File: src/rtl/ntt_pkg.sv
// ntt_pkg: shared state encoding, default geometry and stage-count helper for the NTT controller.
package ntt_pkg;
  typedef enum logic [1:0] {S_IDLE, S_RUN, S_DRAIN, S_DONE} state_t;
  localparam int DEF_LOGN = 7;
  localparam int DEF_PIPE_LAT = 2;
  function automatic int num_stages(input int logn);
    return logn / 2 + logn % 2;
  endfunction
endpackage

File: src/rtl/ntt_delay_line.sv
// ntt_delay_line: fixed-depth shift register; reset flushes every in-flight entry.
module ntt_delay_line #(
  parameter int W = 1,
  parameter int D = 1
) (
  input  logic         clk,
  input  logic         rst,
  input  logic [W-1:0] d,
  output logic [W-1:0] q
);
  logic [W-1:0] sr [D];
  always_ff @(posedge clk)
    if (rst) sr <= '{default: '0};
    else begin
      sr[0] <= d;
      for (int i = 1; i < D; i++) sr[i] <= sr[i-1];
    end
  assign q = sr[D-1];
endmodule

File: src/rtl/mr_ntt_ctrl.sv
// mr_ntt_ctrl: mixed radix-4/radix-2 NTT sequencer issuing read, twiddle and write-back addresses.
module mr_ntt_ctrl import ntt_pkg::*; #(
  parameter int LOGN = DEF_LOGN,
  parameter int PIPE_LAT = DEF_PIPE_LAT
) (
  input  logic            clk,
  input  logic            rst,
  input  logic            start,
  output logic            busy,
  output logic            done,
  output logic            rd_en,
  output logic [LOGN-1:0] rd_addr0,
  output logic [LOGN-1:0] rd_addr1,
  output logic [LOGN-1:0] rd_addr2,
  output logic [LOGN-1:0] rd_addr3,
  output logic [LOGN-1:0] tw_addr,
  output logic            sel,
  output logic            sen,
  output logic            ien,
  output logic            wr_en,
  output logic [LOGN-1:0] wr_addr0,
  output logic [LOGN-1:0] wr_addr1,
  output logic [LOGN-1:0] wr_addr2,
  output logic [LOGN-1:0] wr_addr3
);
  localparam int NST = num_stages(LOGN);
  localparam int R4 = LOGN / 2;
  localparam int JW = LOGN - 2;
  localparam int CW = $clog2(PIPE_LAT + 2);
  localparam int W = 1 + 4 * LOGN;
  state_t state, nxt;
  logic [JW-1:0] j;
  logic [2:0] stage;
  logic [CW-1:0] cnt;
  logic [LOGN-1:0] tw;
  logic run_q, run, r4, last_j, last_d, last_s, act, stage_end;
  logic [3:0] shamt;
  logic [LOGN-1:0] jx, hm, h, base;
  logic [W-1:0] wq;
  always_comb begin
    run = state == S_RUN;
    r4 = stage < 3'(R4);
    last_j = j == '1;
    last_d = cnt == CW'(PIPE_LAT);
    last_s = stage == 3'(NST - 1);
    stage_end = state == S_DRAIN && last_d;
    nxt = state == S_IDLE ? (start ? S_RUN : S_IDLE) :
          state == S_RUN ? (last_j ? S_DRAIN : S_RUN) :
          state == S_DRAIN ? (last_d ? (last_s ? S_DONE : S_RUN) : S_DRAIN) : S_IDLE;
    // h = N >> (2*stage+2); hm masks the in-block offset of group j
    shamt = 4'(LOGN - 2) - {stage, 1'b0};
    jx = {2'b00, j};
    hm = (LOGN'(1) << shamt) - LOGN'(1);
    h = hm + LOGN'(1);
    base = ((jx & ~hm) << 2) | (jx & hm);
    busy = run || state == S_DRAIN;
    done = state == S_DONE;
    rd_en = run;
    rd_addr0 = !run ? '0 : r4 ? base : {j, 2'b00};
    rd_addr1 = !run ? '0 : r4 ? base + (h << 1) : {j, 2'b01};
    rd_addr2 = !run ? '0 : r4 ? base + h : {j, 2'b10};
    rd_addr3 = !run ? '0 : r4 ? base + h + (h << 1) : {j, 2'b11};
    tw_addr = run ? tw : '0;
    // mode window spans one cycle after each read through the last drain cycle
    act = run_q || state == S_DRAIN;
    sel = act && r4;
    ien = act && r4;
    sen = act && !r4;
  end
  always_ff @(posedge clk)
    if (rst) begin
      state <= S_IDLE;
      j <= '0;
      stage <= '0;
      cnt <= '0;
      tw <= '0;
      run_q <= 1'b0;
    end else begin
      state <= nxt;
      run_q <= run;
      if (run) j <= j + 1'b1;
      cnt <= state == S_DRAIN ? cnt + 1'b1 : '0;
      stage <= state == S_IDLE ? '0 : stage_end ? stage + 1'b1 : stage;
      tw <= state == S_IDLE ? '0 :
            stage_end ? tw + 1'b1 :
            (run && !last_j && (!r4 || ((jx + LOGN'(1)) & hm) == '0)) ? tw + 1'b1 : tw;
    end
  ntt_delay_line #(.W(W), .D(PIPE_LAT + 1)) u_dly (
    .clk(clk),
    .rst(rst),
    .d({rd_en, rd_addr0, rd_addr1, rd_addr2, rd_addr3}),
    .q(wq)
  );
  assign {wr_en, wr_addr0, wr_addr1, wr_addr2, wr_addr3} = wq;
endmodule

File: config.mk
export PLATFORM = sky130hd
export DESIGN_NAME = mr_ntt_ctrl
export DESIGN_NICKNAME = d
export VERILOG_FILES = /design/src/rtl/ntt_pkg.sv /design/src/rtl/ntt_delay_line.sv /design/src/rtl/mr_ntt_ctrl.sv
export SDC_FILE = /design/constraint.sdc
export NUM_CORES = 1
export LEC_CHECK = 0
export ABC_AREA = 1
export BUFFER_PORTS_ARGS = -buffer_cell sky130_fd_sc_hd__buf_2
export CORE_ASPECT_RATIO = 1.1
export CORE_MARGIN = 2
export CORE_UTILIZATION = 40
export DETAILED_ROUTE_END_ITERATION = 10
export PLACE_DENSITY = 0.7
export RECOVER_POWER = 25
export SETUP_SLACK_MARGIN = 0.05
export SLEW_MARGIN = 5
export SYNTH_ARGS = -nofsm -noshare
export SYNTH_HDL_FRONTEND = slang
export SYNTH_SLANG_ARGS = --single-unit
File: constraint.sdc
create_clock -name clk -period 3.6 [get_ports clk]
set_clock_uncertainty 0.15 [all_clocks]
set_input_delay 0.18 -clock clk [delete_from_list [all_inputs] [get_ports clk]]
set_output_delay 0.18 -clock clk [all_outputs]
set_load 0.03 [all_outputs]
---- Yosys cells after proc, flatten, opt, wreduce, memory -nomap -nowiden ----
Cells that the tools add are included.
cells by class
  $add $sub $neg .......................... 11
  multiply operators ...................... 0
  div/mod/pow operators ................... 0
  order comparisons ....................... 1
  eq/ne operators ......................... 6
  shift operators ......................... 1
  multiplexer cells ....................... 18
  bitwise gates (word level) .............. 6
  reduce and logical (&&, ||, !) cells .... 15
operator list
  operator             number
  $mux 7               11
  $add 7x7->7          3
  $add 7x1->7 const B  2
  $mux 2               6
  $and 5x7->7          1
  $and 6x7->7          1
  $logic_not 7->1      1
  $or 7x7->7           1
  $shl 1x4->7 const A  1
  $sub 7x2->7 const B  1
  $add 5x1->6 const B  1
  $eq 2x2->1 const B   3
  $add 5x1->5 const B  1
  $and 5x5->5          1
  $eq 5x5->1 const B   1
  $logic_and 1x1->1    5
  $not 5->5            1
  $reduce_or 2->1      2
  $sub 3x4->4 const A  1
  $add 3x1->3 const B  1
  $eq 3x2->1 const B   1
  $logic_or 1x1->1     3
  $lt 3x2->1 const B   1
  $add 2x1->2 const B  1
  6 further kinds      7
storage, ports and cells
  flip-flop bits (word level) ............. 107
  bits in latches ......................... 0
  memory bits (writable) .................. 0
  memory bits (read-only) ................. 0
  input bits .............................. 3
  output and inout bits ................... 70
  logic and storage cells ................. 67
  memories ................................ 0

---- Depth between registers and ports, before layout ----
  depth in word-level cells ............... 10
  gate-level depth with buffers ........... 19
  mapped depth without buffers ............ 19

---- Hierarchy ----
A second synthesis with hierarchy kept.
unflattened totals
  cell total of the unflattened synthesis .. 587
  area, all modules ....................... 4680.7 µm²
modules (own cells, without submodules)
  module          times used  cells an instance  area each (µm²)  sequential area each (µm²)
  ntt_delay_line  1           300                2777.7           1741.7
  mr_ntt_ctrl     1           287                1903.1           400.4

---- Least setup slack after synthesis ----
No wires, ideal clock.
  path kind ............................... reg2out
  start point ............................. register stage[1]
  end point ............................... output port rd_addr3[6]
  arrival time ............................ 2.903 ns
  data required time ...................... 3.270 ns
  slack ................................... 0.367 ns
  cell stages (with the launch flop) ...... 19
  buffers on the path ..................... 0
  cells stage by stage .................... dfxtp_1 > ha_1 > ha_1 > nand2_1 > ha_1 > o21ai_1 > ha_1 > xnor2_1 > inv_1 > ha_1 > inv_1 > nand2_1 > nand3_1 > nand2_1 > nand2_1 > nand2_1 > nand3_1 > nand2_1 > inv_1
on the way
  longest elaborated chain between the ends .. 10
  elaborated cells between the ends (all ways) .. 13
  those cells by class .................... add/sub: 5; order compare: 1; shift: 1; mux: 2; bitwise: 4
ends and longest elaborated chain
  element                                                              line               text
  start, declared                                                      mr_ntt_ctrl.sv:33  logic [2:0] stage;
  start signal, assigned                                               mr_ntt_ctrl.sv:83  stage <= state == S_IDLE ? '0 : stage_end ? stage + 1'b1 : stage;
  parallel branches: the longest is 8 deep, another holds $sub 7x2->7  --
  $mux 7 * (2 in a row)                                                mr_ntt_ctrl.sv:62  rd_addr3 = !run ? '0 : r4 ? base + h + (h << 1) : {j, 2'b11};
  end, declared                                                        mr_ntt_ctrl.sv:15  output logic [LOGN-1:0] rd_addr3,
Mark *: on every way between the ends.

---- Worst setup path in the final report ----
Same ends and word-level chain as after synthesis.

==> run_results.csv <==
group,metric,value,unit
critical_path,r2r_slack,740,ps
critical_path,cp_max_fo,7,
cts,cts_tree,"done",
logic_synthesis,syn_avg_cell_area,7.58,um2
sta,finalCritPeriodShare,0.938,
sta,fin_setup_tns,0,ps
logic_synthesis,yosysSeqAreaShare,0.462,
drt,drc_errors,0,
logic_synthesis,yosysMostFrequentCell,"inv_1",
cts,cts_sinks,94,
sta,period_minus_slack,3380,ps
sta,maxSlewViolCount,50,
cts,cts-root-buf,"clkbuf_8",
critical_path,end_kind,"output port",
logic_synthesis,ys_warn_count,0,
drt,dr.pass1.iters,5,
cells_and_area,drive_above_1_share,0.178,
logic_synthesis,synth_top_area_cell,"dfxtp_1",
logic_synthesis,async_flop_share,0,
logic_synthesis,synth_top_area_share,0.462,
logic_synthesis,synth_cell_types,31,
cells_and_area,diodes,0,
critical_path,setup.worst_path.class,"register to output port",
die,fp.dieArea,0.0110,mm2
global_routing,grt_pass1_wl,12.3,mm
logic_synthesis,synthTopCellsByCount,"101 x inv_1, 94 x dfxtp_1, 93 x nor2_1, 67 x nand2_1, 33 x buf_4",
worst_hold_path,min_path_type,"register to register",
sta,hold_ws,253,ps
placed_design,dp_hpwl,5.44,mm
cells_and_area,area_growth,11.5,%
critical_path,r2r_cells,17,
global_routing,grt_max_degree,50,
die,fp.dieW,100,um
critical_path,critPathArrivalTime,3050,ps
global_routing,grt_overflow_total,0,
sta,relSlewSlack,-0.255,
global_routing,grt_pass1_vias,2806,
critical_path,rr_endpoint,"u_dly.sr[64]",
critical_path,cp.required,3270,ps
critical_path,cp_cell_sequence,"ha_2 > ha_4 > nand2_4 > ha_4 > o21ai_4 > ha_2 > xnor2_1 > inv_1 > ha_1 > inv_2 > nand2_2 > nand3_2 > nand2_1 > nand2_1 > nand2_1 > nand3_1 > nand2_1 > inv_1 > buf_6",
global_routing,antenna_found_initial,0,
die,die_h,110,um
logic_synthesis,synthCells,538,
cts,htreeDepth,3,
logic_synthesis,synthTopCellsByArea,"dfxtp_1 46%, inv_1 9.3%, nor2_1 8.6%",
drt,vias_per_cell,4.46,
critical_path,start_kind,"register",
outcome,status,"finished, violations left",
die,coreArea,0.00989,mm2
logic_synthesis,synth_seq_cells,94,
power,irDropWorstVdd,0.237,mV
drt,routedWlPerCell,10.6,um
drt,postRouteWirelength,7.47,mm
critical_path,crit_start,"stage[1]",
critical_path,r2r_start,"stage[1]",
cts,insertion_delay,350,ps
logic_synthesis,synth.cell_area,0.00408,mm2
cts,path_clk_slew,90,ps
die,floorplan.initialDensity,0.412,
logic_synthesis,yosys_most_used_dff,"dfxtp_1",
critical_path,slowest_stage,"dfxtp_2",
outcome,violations,"max-capacitance violations, max-slew violations",
sta,hold_viol_final,0,
drt,antenna_left,0,
sta,setup_viol,0,
placed_design,port-buffer-count,72,
job,cap_violations,1,
sta,tightest_slew,1880,ps
critical_path,worst_path_most_repeated_cell,"nand2_1",
placed_design,place_congestion,0.822,
global_routing,grt_use_total,0.138,
power,powerDensity,408,mW/mm2
sta,rsz0062_at_grt,"no",
drt,drt_iter0_drc,111,
critical_path,crit_end,"rd_addr3[6]",
power,p_leak,2.24,nW
critical_path,max_stage_delay,340,ps
logic_synthesis,synth-edff-count,0,
cts,clockBufferDepth,2,
cts,numCtsBuffers,9,
cells_and_area,final_nets,604,
cells_and_area,fill_cells,1009,
die,rows,38,
drt,vias,3140,
die,ios,73,
sta,fmax,296,MHz
[worst min-delay path by stage]
stage,cells past startpoint,from,end
after global placement,2,u_dly.sr[84],u_dly.sr[55]
final,2,u_dly.sr[47],u_dly.q[18]
after floorplan,2,start,state[0]
after global routing,2,u_dly.sr[74],u_dly.sr[45]
after CTS,2,rst,u_dly.q[27]
after detailed placement,2,u_dly.sr[38],u_dly.q[9]
[critical path, delay by kind of cell, from the launching register on]
family                     cells  cell delay [ps]
buffers and inverters          4              370
xor gates and xnor gates       1              110
adders and majority gates      5             1200
AOI/OAI and AO/OA              1              150
and+or+nand+nor                8              540
DFF                            1              340
[cell families after synthesis]
| family | after synthesis | synth area share |
|---|---|---|
| buffers and inverters | 157 | 0.175 |
| XOR/XNOR | 7 | 0.0150 |
| AO/OA/AOI/OAI | 40 | 0.0522 |
| flip-flops | 94 | 0.462 |
| AND/OR/NAND/NOR | 218 | 0.231 |
| adder cells (fa/ha/maj) | 21 | 0.0645 |
| other | 1 | 0.000920 |
[state kept, by name, summed over array words and instances, names as in the netlist]
signal and flops:
cnt 2, j 5, run_q 1, stage 3
state 2, tw 7, u_dly.q 25, u_dly.sr 49
[cell usage in the layout (no fill, tap or decap), types with 10 or more instances in the layout]
master	count
nand2_1	64
nor3_1	19
dfxtp_1	92
clkbuf_1	20
a21oi_1	23
o21ai_0	10
nor2_1	93
ha_1	17
buf_2	52
inv_1	99
nand3_1	17
[power breakdown]
group	switching, mW	total [mW]	internal [mW]
combinational	0.117	0.161	0.0446
sequential	0.0105	1.07	1.06
clock	0.373	0.625	0.252
[what timing repair did]
action / in CTS / in global routing
hold endpoints to repair: 1 / 0
resized for setup: 6 / 12
endpoints found under the setup margin: 3 / 1
hold buffers: 1 / 0
buffers inserted: 0 / 1
pin swaps: 0 / 2
[layer usage]
layer,part of all wire,wire length [um],track usage
met1,0.44,3300,0.162
met2,0.50,3750,0.245
met3,0.041,303,0.0331
met4,0.017,124,0.0470
met5,0,0,0
[metrics by stage]
stage / cell area [um2] / instances / setup WS [ps] / power (mW) / util
6_report: 4550 / 704 / 224 / 1.85 / 0.460
5_1_grt: 4550 / 704 / 27.8 / 1.93 / 0.460
4_1_cts: 4530 / 703 / 81.1 / 1.87 / 0.458
3_5_place_dp: 4320 / 687 / 183 / 1.25 / 0.436
3_3_place_gp: 4320 / 687 / 288 / 1.25 / 0.436
2_1_floorplan: 4080 / 539 / 367 / 1.22 / -
[final cells by class]
cell class                      count  area [um2]  area share
Tap cell                          120         150      0.0330
Clock inverter                      6        47.5      0.0105
Sequential cell                    94        1880       0.415
Inverter                          109         409      0.0900
Timing Repair Buffer               78         387      0.0851
Clock buffer                        9         124      0.0273
Multi-Input combinational cell    288        1540       0.340
Power figures use the tool's default switching activity.
